==> config.mk <==
export PLATFORM = sky130hd
export DESIGN_NAME = vga_sync_rx
export DESIGN_NICKNAME = d
export VERILOG_FILES = /design/src/rtl/vga_sync_rx.sv
export SDC_FILE = /design/constraint.sdc
export NUM_CORES = 1
export LEC_CHECK = 0
export CORE_MARGIN = 3
export CORE_UTILIZATION = 45
export CTS_CLUSTER_SIZE = 28
export DETAILED_ROUTE_END_ITERATION = 10
export DONT_BUFFER_PORTS = 1
export PLACE_DENSITY = 0.56
export SYNTH_ARGS = -nofsm -noshare
export SYNTH_HDL_FRONTEND = slang
export SYNTH_SLANG_ARGS = --single-unit
==> constraint.sdc <==
create_clock -name vga_clk -period 5.25 [get_ports vga_clk]
set_input_delay 0.2625 -clock vga_clk [delete_from_list [all_inputs] [get_ports vga_clk]]
set_output_delay 0.2625 -clock vga_clk [all_outputs]
set_load 0.05 [all_outputs]
==> src/rtl/vga_sync_rx.sv <==
// VGA timing receiver: recovers active-window pixel coordinates from hsync/vsync,
// tracks timing lock and keeps a saturating count of timing errors.
module vga_sync_rx #(
  parameter int   H_TOTAL     = 800,
  parameter int   H_ACT_START = 144,
  parameter int   H_VALID     = 640,
  parameter int   V_TOTAL     = 525,
  parameter int   V_ACT_START = 35,
  parameter int   V_VALID     = 480,
  parameter logic SYNC_POL    = 1'b1
) (
  input  logic        vga_clk,
  input  logic        sys_rst_n,
  input  logic        hsync,
  input  logic        vsync,
  input  logic [15:0] rgb,
  output logic [9:0]  pix_x,
  output logic [9:0]  pix_y,
  output logic [15:0] pix_data,
  output logic        pix_valid,
  output logic        frame_start,
  output logic        locked,
  output logic [7:0]  err_cnt
);

  localparam logic [9:0]  H_LAST  = 10'(H_TOTAL - 1);
  localparam logic [9:0]  V_LAST  = 10'(V_TOTAL - 1);
  localparam logic [9:0]  CNT_MAX = 10'd1023;
  localparam logic [9:0]  H_OFF   = 10'(H_ACT_START);
  localparam logic [9:0]  V_OFF   = 10'(V_ACT_START);
  localparam logic [10:0] H_LO    = 11'(H_ACT_START);
  localparam logic [10:0] H_HI    = 11'(H_ACT_START + H_VALID);
  localparam logic [10:0] V_LO    = 11'(V_ACT_START);
  localparam logic [10:0] V_HI    = 11'(V_ACT_START + V_VALID);

  typedef enum logic [1:0] {
    UNLOCKED = 2'd0,
    ACQUIRE  = 2'd1,
    LOCKED   = 2'd2
  } lock_state_e;

  lock_state_e state_r;

  logic        hs_r, vs_r, hs_prev_r, vs_prev_r;
  logic [15:0] rgb_r, rgb_d_r;
  logic [9:0]  h_cnt_r, line_r;
  logic        pend_r, hs_seen_r, vs_seen_r;

  logic        hs_lead_s, vs_lead_s;
  logic        line_err_s, frame_err_s, timeout_s, err_any_s, unlock_s;
  logic [9:0]  h_next_s, line_next_s;
  logic        h_win_s, v_win_s, win_valid_s;
  logic [9:0]  win_x_s, win_y_s;

  logic        valid_p_r, fs_p_r;
  logic [9:0]  x_p_r, y_p_r;
  logic [15:0] data_p_r;

  // Input capture plus one-sample history for edge detection.
  always_ff @(posedge vga_clk or negedge sys_rst_n) begin
    if (!sys_rst_n) begin
      hs_r      <= ~SYNC_POL;
      vs_r      <= ~SYNC_POL;
      hs_prev_r <= ~SYNC_POL;
      vs_prev_r <= ~SYNC_POL;
      rgb_r     <= 16'h0000;
    end else begin
      hs_r      <= hsync;
      vs_r      <= vsync;
      hs_prev_r <= hs_r;
      vs_prev_r <= vs_r;
      rgb_r     <= rgb;
    end
  end

  // Edge, position, error and active-window decode.
  always_comb begin
    hs_lead_s   = (hs_r == SYNC_POL) && (hs_prev_r != SYNC_POL);
    vs_lead_s   = (vs_r == SYNC_POL) && (vs_prev_r != SYNC_POL);
    line_err_s  = hs_lead_s && hs_seen_r && (h_cnt_r != H_LAST);
    frame_err_s = vs_lead_s && vs_seen_r && (line_r != V_LAST);

    // Timeout fires only on the step into saturation, never while parked there.
    if (hs_lead_s) begin
      h_next_s  = 10'd0;
      timeout_s = 1'b0;
    end else if (h_cnt_r == CNT_MAX) begin
      h_next_s  = CNT_MAX;
      timeout_s = 1'b0;
    end else begin
      h_next_s  = h_cnt_r + 10'd1;
      timeout_s = (h_cnt_r == (CNT_MAX - 10'd1));
    end

    if (hs_lead_s && (pend_r || vs_lead_s)) begin
      line_next_s = 10'd0;
    end else if (hs_lead_s && (line_r != CNT_MAX)) begin
      line_next_s = line_r + 10'd1;
    end else begin
      line_next_s = line_r;
    end

    err_any_s = line_err_s | frame_err_s | timeout_s;
    unlock_s  = err_any_s && (state_r != UNLOCKED);

    h_win_s     = ({1'b0, h_cnt_r} >= H_LO) && ({1'b0, h_cnt_r} < H_HI);
    v_win_s     = ({1'b0, line_r} >= V_LO) && ({1'b0, line_r} < V_HI);
    win_valid_s = locked && h_win_s && v_win_s;
    if (win_valid_s) begin
      win_x_s = h_cnt_r - H_OFF;
      win_y_s = line_r - V_OFF;
    end else begin
      win_x_s = 10'd0;
      win_y_s = 10'd0;
    end
  end

  // Horizontal/line counters, pending-frame flag and saturating error count.
  always_ff @(posedge vga_clk or negedge sys_rst_n) begin
    if (!sys_rst_n) begin
      h_cnt_r <= 10'd0;
      line_r  <= 10'd0;
      pend_r  <= 1'b0;
      err_cnt <= 8'd0;
    end else begin
      h_cnt_r <= h_next_s;
      line_r  <= line_next_s;
      if (hs_lead_s) begin
        pend_r <= 1'b0;
      end else if (vs_lead_s) begin
        pend_r <= 1'b1;
      end else begin
        pend_r <= pend_r;
      end
      if (err_any_s && (err_cnt != 8'd255)) begin
        err_cnt <= err_cnt + 8'd1;
      end else begin
        err_cnt <= err_cnt;
      end
    end
  end

  // Lock FSM; the seen flags grant the first edge after reset/unlock an exemption.
  always_ff @(posedge vga_clk or negedge sys_rst_n) begin
    if (!sys_rst_n) begin
      state_r   <= UNLOCKED;
      locked    <= 1'b0;
      hs_seen_r <= 1'b0;
      vs_seen_r <= 1'b0;
    end else begin
      case (state_r)
        UNLOCKED: begin
          if (vs_lead_s && !err_any_s) begin
            state_r <= ACQUIRE;
          end else begin
            state_r <= UNLOCKED;
          end
          locked <= 1'b0;
        end
        ACQUIRE: begin
          if (err_any_s) begin
            state_r <= UNLOCKED;
            locked  <= 1'b0;
          end else if (vs_lead_s) begin
            state_r <= LOCKED;
            locked  <= 1'b1;
          end else begin
            state_r <= ACQUIRE;
            locked  <= 1'b0;
          end
        end
        LOCKED: begin
          if (err_any_s) begin
            state_r <= UNLOCKED;
            locked  <= 1'b0;
          end else begin
            state_r <= LOCKED;
            locked  <= 1'b1;
          end
        end
        default: begin
          state_r <= UNLOCKED;
          locked  <= 1'b0;
        end
      endcase
      if (unlock_s) begin
        hs_seen_r <= 1'b0;
        vs_seen_r <= 1'b0;
      end else begin
        hs_seen_r <= hs_seen_r | hs_lead_s;
        vs_seen_r <= vs_seen_r | vs_lead_s;
      end
    end
  end

  // Output pipeline: the window decode is staged once more to land 3 cycles after sampling.
  always_ff @(posedge vga_clk or negedge sys_rst_n) begin
    if (!sys_rst_n) begin
      rgb_d_r     <= 16'h0000;
      valid_p_r   <= 1'b0;
      fs_p_r      <= 1'b0;
      x_p_r       <= 10'd0;
      y_p_r       <= 10'd0;
      data_p_r    <= 16'h0000;
      pix_valid   <= 1'b0;
      frame_start <= 1'b0;
      pix_x       <= 10'd0;
      pix_y       <= 10'd0;
      pix_data    <= 16'h0000;
    end else begin
      rgb_d_r     <= rgb_r;
      valid_p_r   <= win_valid_s;
      fs_p_r      <= win_valid_s && (win_x_s == 10'd0) && (win_y_s == 10'd0);
      x_p_r       <= win_x_s;
      y_p_r       <= win_y_s;
      data_p_r    <= win_valid_s ? rgb_d_r : 16'h0000;
      pix_valid   <= valid_p_r;
      frame_start <= fs_p_r;
      pix_x       <= x_p_r;
      pix_y       <= y_p_r;
      pix_data    <= data_p_r;
    end
  end

endmodule
==> flow_metrics.env, run 1 <==
export IMPL_grt_pass1_vias=2990
export IMPL_crit_path_start="line_r[0]$_DFFE_PN0P_"
export IMPL_endpoint_kind="flop"
export IMPL_cp_arrival_ps=2890
export IMPL_drv_slew=0
export IMPL_num_vias=3059
export IMPL_p_comb_share_pct=7.3
export IMPL_vdd_drop_max_uv=260.6
export IMPL_vias_per_cell=5.167
export IMPL_grt_max_degree=147
export IMPL_crit_chain="ha_1, o41ai_4, a21oi_1, a41o_1, o2111ai_2, inv_2, and2_1"
export IMPL_max_freq_mhz=384.5
export IMPL_postCtsSetupBuffers=0
export IMPL_synthCells=419
export IMPL_drt_iter0_drc=182
export IMPL_rr_worst_depth=7
export IMPL_gp_congestion=0.8377
export IMPL_die_area_sq_um=13250
export IMPL_synth_net_count=452
export IMPL_ios=67
export IMPL_rsz0062_at_grt="false"
export IMPL_max_cap_violations=0
export IMPL_status="finished, final reports clean"
export IMPL_worstHoldStart="x_p_r[6]$_DFF_PN0_"
export IMPL_mostFrequentLayoutCell="dfrtp_1"
export IMPL_slew_headroom_pct=46.30
export IMPL_cts_sinks=146
export IMPL_r2r_start="line_r[0]$_DFFE_PN0P_"
export IMPL_finalSetupViolCount=0
export IMPL_num_rows=39
export IMPL_synth_edff_count=0
export IMPL_nets=469
export IMPL_finalPower_uw=2721
export IMPL_crit_family="compound AO/OA/AOI/OAI gates"
export IMPL_drtAntennaViolNets=0
export IMPL_syn_avg_cell_area_sq_um=12.79
export IMPL_die_y_um=115.1
export IMPL_drive_gt1_share_pct=8.686
export IMPL_die_width_um=115.1
export IMPL_start_kind="flop"
export IMPL_multi_input_area_sq_um=1535
export IMPL_cts_max_level=4
export IMPL_switching_share_pct=25.78
export IMPL_p_switching_uw=701.4
export IMPL_wl_per_cell_um=15.16
export IMPL_cp_slowest_cell="dfrtp_1"
export IMPL_yosys_warnings=0
export IMPL_core_sq_um=11520
export IMPL_fin_crit_ps=2601
export IMPL_area_delta_synth_final_pct=16.58
export IMPL_setup_tns_ps=0
export IMPL_path_class="reg -> reg"
export IMPL_numCtsBuffers=17
export IMPL_intPower_uw=2020
export IMPL_ys_types=57
export IMPL_p_per_area_nw_per_um2=435.7
export IMPL_p_seq_share_pct=49.1
export IMPL_clk_latency_ps=410
export IMPL_hold_path_class="reg -> reg"
export IMPL_worst_path_buf_inv=1
export IMPL_p_clk_share_pct=43.6
export IMPL_synth_seq_cells=146
export IMPL_max_stage_delay_ps=460
export IMPL_crit_required_ps=5540
export IMPL_cts_tree="yes"
export IMPL_fin_crit_sh_pct=49.54
export IMPL_p_leak_uw=0.002935
export IMPL_track_usage_pct=15.14
export IMPL_num_antenna_cells=0
export IMPL_initial_utilization_pct=46.52
export IMPL_cp_max_fo=21
export IMPL_final_cell_mix="146 x dfrtp_1, 39 x nor2_1, 22 x xnor2_1"
export IMPL_cts_clk_slew_worst_paths_ps=60
export IMPL_finalHoldViolations=0
export IMPL_min_to="pix_x[6]$_DFF_PN0_"
export IMPL_cts_buffer_depth=2
export IMPL_fill_cells=961
export IMPL_grt_antenna_before_repair=0
export IMPL_seq_area_sq_um=3654
export IMPL_hold_depth=0
export IMPL_grt_pass1_wl_mm=15.41
export IMPL_overflow=0
export IMPL_rrSetupSlack_ps=2650
export IMPL_skew_ps=6.850
export IMPL_cts_root_buf="clkbuf_16"
export IMPL_drtPass1Iterations=4
export IMPL_drc=0
export IMPL_post_route_util_pct=54.24
export IMPL_reg2reg_to="data_p_r[9]$_DFF_PN0_"
export IMPL_ys_async_sr_fraction_pct=100.0
export IMPL_seq_area_frac_synth_pct=68.19
export IMPL_hpwl_mm=5.543
export IMPL_synth_flop_cell="dfrtp_1"
export IMPL_routed_wl_mm=8.973
export IMPL_tightestPinTransition_ps=805.4
export IMPL_synth_area_sq_um=5358
export IMPL_port_buffers=0
## per-layer routing
metal / share of wire, % / vias up / GRT usage [%]
li1: - / 1442 / -
met2: 48 / 68 / 23.42
met1: 46 / 1532 / 19.44
met5: 0 / - / 0
met4: 2.1 / 0 / 7.746
met3: 4.0 / 17 / 4.474
## final cells by class
class / instances / area share, %
clock buffer: 22 / 7.592
clock inverter: 10 / 2.023
timing repair buffer: 21 / 3.606
inverter: 14 / 0.8413
sequential: 146 / 58.49
tap: 143 / 2.865
multi-input combinational: 236 / 24.58
## through the flow
step	std cells	hold WS [ps]	worst slack, ps	area [sq um]
5_1_grt	592	350.6	2329	6246
4_1_cts	592	344.2	2647	6246
2_1_floorplan	419	-33.09	3254	5358
3_5_place_dp	540	-30.16	2654	5428
6_report	592	343.8	2649	6246
3_3_place_gp	540	-30.13	2721	5428
## worst max path at each step
stage          cells past startpoint  slack [ps]                      to
6_report                           7        2650   data_p_r[9]$_DFF_PN0_
5_1_grt                            8        2330   data_p_r[9]$_DFF_PN0_
4_1_cts                            8        2650   data_p_r[9]$_DFF_PN0_
3_5_place_dp                       7        2650   data_p_r[9]$_DFF_PN0_
3_3_place_gp                       7        2720  data_p_r[10]$_DFF_PN0_
2_1_floorplan                     10        3250      x_p_r[3]$_DFF_PN0_
## synthesized netlist by cell type (all sizes together), types with 6 or more instances
| cell | instances | share of area [%] |
|---|---|---|
| a21oi | 19 | 1.8 |
| and2 | 20 | 2.3 |
| and3 | 6 | 0.70 |
| buf | 10 | 1.2 |
| clkbuf | 13 | 0.98 |
| dfrtp | 146 | 68 |
| ha | 13 | 3.0 |
| inv | 14 | 0.98 |
| nand2 | 18 | 1.3 |
| nand3 | 16 | 1.5 |
| nor2 | 39 | 2.7 |
| nor3 | 13 | 1.3 |
| o21ai | 8 | 0.75 |
| xnor2 | 22 | 3.6 |
## power by group through the flow
stage | Combinational, uW | Sequential, uW | Clock, uW
6_report | 199 | 1340 | 1190
5_1_grt | 228 | 1350 | 1270
4_1_cts | 204 | 1340 | 1220
3_5_place_dp | 166 | 1360 | 0
3_3_place_gp | 160 | 1360 | 0
2_1_floorplan | 157 | 1330 | 0
## state kept, by name, indices dropped and copies added, names as in the netlist, 2 cells and up
name      cells
state_r       2
pix_data     16
rgb_r        16
line_r       10
y_p_r        10
x_p_r        10
rgb_d_r      16
data_p_r     16
pix_x        10
err_cnt       8
h_cnt_r      10
pix_y        10
## repair_timing
action	4_1_cts	5_1_grt
hold endpoints to repair	164	0
gates resized for setup	0	0
hold buffers	20	0
## cells by family (layout without fill, tap and decap cells)
group           Yosys count  after routing  share of synthesized area [%]
flops                   146            146                          68.19
compound gates           50             50                          6.633
mux                       4              4                         0.7940
simple gates            145            145                          14.27
fa+ha+maj                13             13                          3.036
xor+xnor                 24             24                          3.923
buf+inv                  37             67                          3.153
No activity file was read; power rests on OpenSTA's default activity.
==> run 2, diff against run 1 <==
--- a/config.mk
+++ b/config.mk
@@ -10,7 +10,7 @@
 export CTS_CLUSTER_SIZE = 28
 export DETAILED_ROUTE_END_ITERATION = 10
 export DONT_BUFFER_PORTS = 1
-export PLACE_DENSITY = 0.56
+export PLACE_DENSITY = 0.58
 export SYNTH_ARGS = -nofsm -noshare
 export SYNTH_HDL_FRONTEND = slang
 export SYNTH_SLANG_ARGS = --single-unit
==> constraint.sdc (replaced) <==
create_clock -name vga_clk -period 2.35 [get_ports vga_clk]
set_input_delay 0.1175 -clock vga_clk [delete_from_list [all_inputs] [get_ports vga_clk]]
set_output_delay 0.1175 -clock vga_clk [all_outputs]
set_load 0.05 [all_outputs]
==> flow_metrics.env, run 2 (synthesis gave the netlist of run 1 again) <==
export IMPL_hold_buffers=18
export IMPL_status="finished with violations"
export IMPL_die_width_um=115.1
export IMPL_num_vias=3146
export IMPL_overflow=0
export IMPL_r2r_start="line_r[0]$_DFFE_PN0P_"
export IMPL_fin_crit_ps=2141
export IMPL_max_freq_mhz=467.1
export IMPL_nets=493
export IMPL_fin_crit_sh_pct=91.09
export IMPL_crit_chain="inv_1, ha_1, nor4bb_1, nand4_1, a21oi_1, o2111ai_1, nor4_1"
export IMPL_drtPass1Iterations=4
export IMPL_grt_pass1_vias=3205
export IMPL_grt_antenna_before_repair=0
export IMPL_finalHoldViolations=146
export IMPL_numCtsBuffers=17
export IMPL_routed_wl_mm=9.216
export IMPL_grt_pass1_wl_mm=15.84
export IMPL_num_antenna_cells=0
export IMPL_die_y_um=115.1
export IMPL_rrSetupSlack_ps=210
export IMPL_wl_per_cell_um=14.96
export IMPL_core_sq_um=11520
export IMPL_drt_iter0_drc=173
export IMPL_multi_input_area_sq_um=1535
export IMPL_crit_required_ps=2650
export IMPL_rr_worst_depth=7
export IMPL_slew_headroom_pct=62.56
export IMPL_cts_tree="yes"
export IMPL_drc=0
export IMPL_track_usage_pct=15.65
export IMPL_p_leak_uw=0.003070
export IMPL_start_kind="flop"
export IMPL_drive_gt1_share_pct=13.74
export IMPL_whs_ps=-605.2
export IMPL_grt_max_degree=147
export IMPL_cp_max_fo=8
export IMPL_cts_buffer_depth=2
export IMPL_mostFrequentLayoutCell="dfrtp_1"
export IMPL_reg2reg_to="fs_p_r$_DFF_PN0_"
export IMPL_failed_checks="negative hold slack"
export IMPL_cp_arrival_ps=2440
export IMPL_tightestPinTransition_ps=561.6
export IMPL_cts_clk_slew_worst_paths_ps=60
export IMPL_path_class="reg -> reg"
export IMPL_post_route_util_pct=55.93
export IMPL_vdd_drop_max_uv=622.4
export IMPL_clk_latency_ps=420
export IMPL_cts_max_level=4
export IMPL_fill_cells=951
export IMPL_hold_path_class="in -> async"
export IMPL_drv_slew=0
export IMPL_ios=67
export IMPL_skew_ps=6.975
export IMPL_endpoint_kind="flop"
export IMPL_gp_congestion=0.8488
export IMPL_initial_utilization_pct=46.52
export IMPL_rsz0062_at_grt="false"
export IMPL_die_area_sq_um=13250
export IMPL_drtAntennaViolNets=0
export IMPL_max_stage_delay_ps=500
export IMPL_final_cell_mix="146 x dfrtp_1, 39 x nor2_1, 27 x buf_4"
export IMPL_hpwl_mm=5.983
export IMPL_vias_per_cell=5.107
export IMPL_seq_area_sq_um=3654
export IMPL_area_delta_synth_final_pct=20.22
export IMPL_num_rows=39
export IMPL_setup_tns_ps=0
export IMPL_cts_root_buf="clkbuf_16"
export IMPL_ctsResizeCount=0
export IMPL_finalSetupViolCount=0
export IMPL_max_cap_violations=0
export IMPL_p_per_area_nw_per_um2=983.0
export IMPL_port_buffers=0
export IMPL_cp_slowest_cell="dfrtp_1"
export IMPL_cts_sinks=146
run 2: area by class of cell:
cell class | instances | share of cell area (%)
Clock buffer | 19 | 6.876
Tap cell | 143 | 2.778
Sequential cell | 146 | 56.72
Clock inverter | 13 | 3.030
Inverter | 14 | 0.8159
Multi-Input combinational cell | 236 | 23.83
Timing Repair Buffer | 45 | 5.944
run 2: worst max-delay path by stage:
stage / startpoint / endpoint / slack, ps / cells after the start
after global routing: h_cnt_r[0]$_DFF_PN0_ / data_p_r[4]$_DFF_PN0_ / 40 / 9
after detailed placement: h_cnt_r[0]$_DFF_PN0_ / fs_p_r$_DFF_PN0_ / 120 / 8
final: line_r[0]$_DFFE_PN0P_ / fs_p_r$_DFF_PN0_ / 210 / 7
after floorplan: h_cnt_r[4]$_DFF_PN0_ / x_p_r[3]$_DFF_PN0_ / 350 / 10
after CTS: h_cnt_r[0]$_DFF_PN0_ / fs_p_r$_DFF_PN0_ / 100 / 8
after global placement: h_cnt_r[0]$_DFF_PN0_ / fs_p_r$_DFF_PN0_ / 250 / 8
run 2: metrics by stage:
stage | hold WS, ps | setup WS [ps] | cell area (sq um) | cells | power [uW]
final | -605.2 | 209.3 | 6441 | 616 | 6331
after detailed placement | -174.5 | 120.5 | 5608 | 564 | 3499
after floorplan | -178.1 | 354.1 | 5358 | 419 | 3312
after global routing | -631.9 | 37.36 | 6441 | 616 | 6621
after global placement | -175.1 | 245.7 | 5608 | 564 | 3478
after CTS | -629.9 | 98.08 | 6426 | 614 | 6422
run 2: routing by layer:
metal	track usage, %	vias to the layer above	wire, um
met3	5.105	24	457
met5	0	-	0
met4	8.607	0	252
met1	20.45	1538	4235
met2	23.15	89	4270
li1	-	1495	-
run 2: power by group:
part | internal [uW] | total [uW] | switching, uW
Clock | 1830 | 2860 | 1030
Sequential | 2660 | 2780 | 121
Combinational | 270 | 696 | 425
run 2: worst max-delay path, delay by kind of cell (launching register included):
| family | cells | cell delay, ps |
|---|---|---|
| AND/OR/NAND/NOR | 3 | 800 |
| flip-flops | 1 | 500 |
| adder cells (fa/ha/maj) | 1 | 360 |
| AO/OA/AOI/OAI | 2 | 280 |
| buffers and inverters | 1 | 80 |
run 2: repair_timing:
action	4_1_cts	5_1_grt
setup buffers	0	2
endpoints found under the setup margin	0	1
hold endpoints to repair	164	146
==> run 3, diff against run 2 <==
--- a/config.mk
+++ b/config.mk
@@ -10,7 +10,8 @@
 export CTS_CLUSTER_SIZE = 28
 export DETAILED_ROUTE_END_ITERATION = 10
 export DONT_BUFFER_PORTS = 1
-export PLACE_DENSITY = 0.58
+export PLACE_DENSITY = 0.56
+export SKIP_CTS_REPAIR_TIMING = 1
 export SYNTH_ARGS = -nofsm -noshare
 export SYNTH_HDL_FRONTEND = slang
 export SYNTH_SLANG_ARGS = --single-unit
==> constraint.sdc (replaced) <==
create_clock -name vga_clk -period 2.1 [get_ports vga_clk]
set_input_delay 0.105 -clock vga_clk [delete_from_list [all_inputs] [get_ports vga_clk]]
set_output_delay 0.105 -clock vga_clk [all_outputs]
set_load 0.05 [all_outputs]
==> flow_metrics.env, run 3 (synthesis gave the netlist of run 1 again) <==
export IMPL_failed_checks="negative hold slack"
export IMPL_max_freq_mhz=480.9
export IMPL_die_y_um=115.1
export IMPL_cts_sinks=146
export IMPL_overflow=0
export IMPL_drive_gt1_share_pct=23.97
export IMPL_p_leak_uw=0.003234
export IMPL_gp_congestion=0.8626
export IMPL_numCtsBuffers=17
export IMPL_worst_path_buf_inv=3
export IMPL_finalPower_uw=7090
export IMPL_num_antenna_cells=0
export IMPL_crit_family="simple AND/OR/NAND/NOR gates"
export IMPL_drv_slew=0
export IMPL_cts_max_level=4
export IMPL_die_width_um=115.1
export IMPL_final_cell_mix="143 x dfrtp_1, 55 x buf_4, 38 x nor2_1"
export IMPL_max_cap_violations=0
export IMPL_drt_iter0_drc=212
export IMPL_path_class="reg -> reg"
export IMPL_cp_max_fo=8
export IMPL_grt_antenna_before_repair=0
export IMPL_reg2reg_to="x_p_r[2]$_DFF_PN0_"
export IMPL_port_buffers=0
export IMPL_track_usage_pct=15.51
export IMPL_cts_tree="yes"
export IMPL_slew_headroom_pct=67.52
export IMPL_endpoint_kind="flop"
export IMPL_drtPass1Iterations=4
export IMPL_rr_worst_depth=9
export IMPL_fill_cells=934
export IMPL_setup_tns_ps=0
export IMPL_cp_slowest_cell="dfrtp_2"
export IMPL_fin_crit_ps=2080
export IMPL_finalSetupViolCount=0
export IMPL_crit_required_ps=2450
export IMPL_skew_ps=6.952
export IMPL_drtAntennaViolNets=0
export IMPL_vias_per_cell=5.043
export IMPL_num_vias=3288
export IMPL_cts_buffer_depth=2
export IMPL_hpwl_mm=6.175
export IMPL_seq_area_sq_um=3657
export IMPL_grt_max_degree=147
export IMPL_tightestPinTransition_ps=483.1
export IMPL_core_sq_um=11520
export IMPL_multi_input_area_sq_um=1628
export IMPL_fin_crit_sh_pct=99.03
export IMPL_num_rows=39
export IMPL_p_per_area_nw_per_um2=1042
export IMPL_status="finished with violations"
export IMPL_cts_root_buf="clkbuf_16"
export IMPL_initial_utilization_pct=46.52
export IMPL_whs_ps=-612.3
export IMPL_crit_chain="inv_2, ha_4, nand4b_1, or3_4, a31oi_4, o2111ai_4, buf_4, inv_4, and2_1"
export IMPL_hold_path_class="in -> async"
export IMPL_r2r_start="h_cnt_r[1]$_DFF_PN0_"
export IMPL_routed_wl_mm=9.965
export IMPL_nets=529
export IMPL_grt_pass1_wl_mm=15.79
export IMPL_start_kind="flop"
export IMPL_area_delta_synth_final_pct=26.95
export IMPL_grt_pass1_vias=3176
export IMPL_rsz0062_at_grt="true"
export IMPL_drc=0
export IMPL_finalHoldViolations=146
export IMPL_rrSetupSlack_ps=20
export IMPL_max_stage_delay_ps=430
export IMPL_ios=67
export IMPL_die_area_sq_um=13250
export IMPL_wl_per_cell_um=15.28
export IMPL_mostFrequentLayoutCell="dfrtp_1"
export IMPL_clk_latency_ps=410
export IMPL_cts_clk_slew_worst_paths_ps=60
export IMPL_cp_arrival_ps=2430
export IMPL_vdd_drop_max_uv=872.9
==> run 3: cell count changes in the layout (fill, tap and decap cells not counted), sizes merged <==
cell | previous run | this run
clkinvlp | 0 | 2
clkinv | 3 | 7
inv | 20 | 18
buf | 27 | 60
bufinv | 4 | 3
==> run 3: area by class of cell <==
type / count / share of cell area [%]
clock buffers: 18 / 6.310
multi-input cells: 236 / 23.93
well taps: 143 / 2.631
repair buffers: 79 / 9.658
flip-flops and latches: 146 / 53.77
repair inverters: 2 / 0.2208
inverters: 14 / 0.8462
clock inverters: 14 / 2.631
==> run 3: worst register-to-register path, cell delays in order, from the launching register on <==
cell	delay (ps)
dfrtp_2	430
inv_2	90
ha_4	130
nand4b_1	90
or3_4	390
a31oi_4	210
o2111ai_4	240
buf_4	230
inv_4	80
and2_1	130
==> run 3: where the power goes <==
group          leakage [uW]  total [uW]  switching (uW)  internal [uW]
Combinational       0.00102         951             540            411
Clock              0.000293        3050            1160           1890
Sequential          0.00193        3090             117           2970
==> run 3: through the flow <==
stage / setup WS, ps / hold WS, ps / utilization, % / instances / area (sq um)
after floorplan: 104.1 / -190.6 / - / 419 / 5358
after global placement: 54.84 / -187.7 / 50.13 / 586 / 5773
after detailed placement: -63.47 / -187.7 / 50.13 / 586 / 5773
after CTS: -79.15 / -634.0 / 55.41 / 618 / 6381
after global routing: -73.03 / -636.1 / 59.06 / 652 / 6802
final: 20.37 / -612.3 / 59.06 / 652 / 6802
==> run 3: worst max-delay path by stage <==
| stage | start | to | slack, ps | depth (start not counted) |
|---|---|---|---|---|
| after CTS | h_cnt_r[0]$_DFF_PN0_ | data_p_r[12]$_DFF_PN0_ | -80 | 8 |
| after detailed placement | h_cnt_r[0]$_DFF_PN0_ | data_p_r[9]$_DFF_PN0_ | -60 | 8 |
| after floorplan | h_cnt_r[4]$_DFF_PN0_ | x_p_r[3]$_DFF_PN0_ | 100 | 10 |
| after global placement | h_cnt_r[0]$_DFF_PN0_ | data_p_r[10]$_DFF_PN0_ | 50 | 8 |
| after global routing | h_cnt_r[1]$_DFF_PN0_ | x_p_r[2]$_DFF_PN0_ | -70 | 9 |
| final | h_cnt_r[1]$_DFF_PN0_ | x_p_r[2]$_DFF_PN0_ | 20 | 9 |
==> run 3: layer usage <==
layer	track usage (%)	part of all wire, %
met5	0	0
met4	6.573	1.4
met3	4.474	3.9
met2	23.77	49
met1	20.78	45
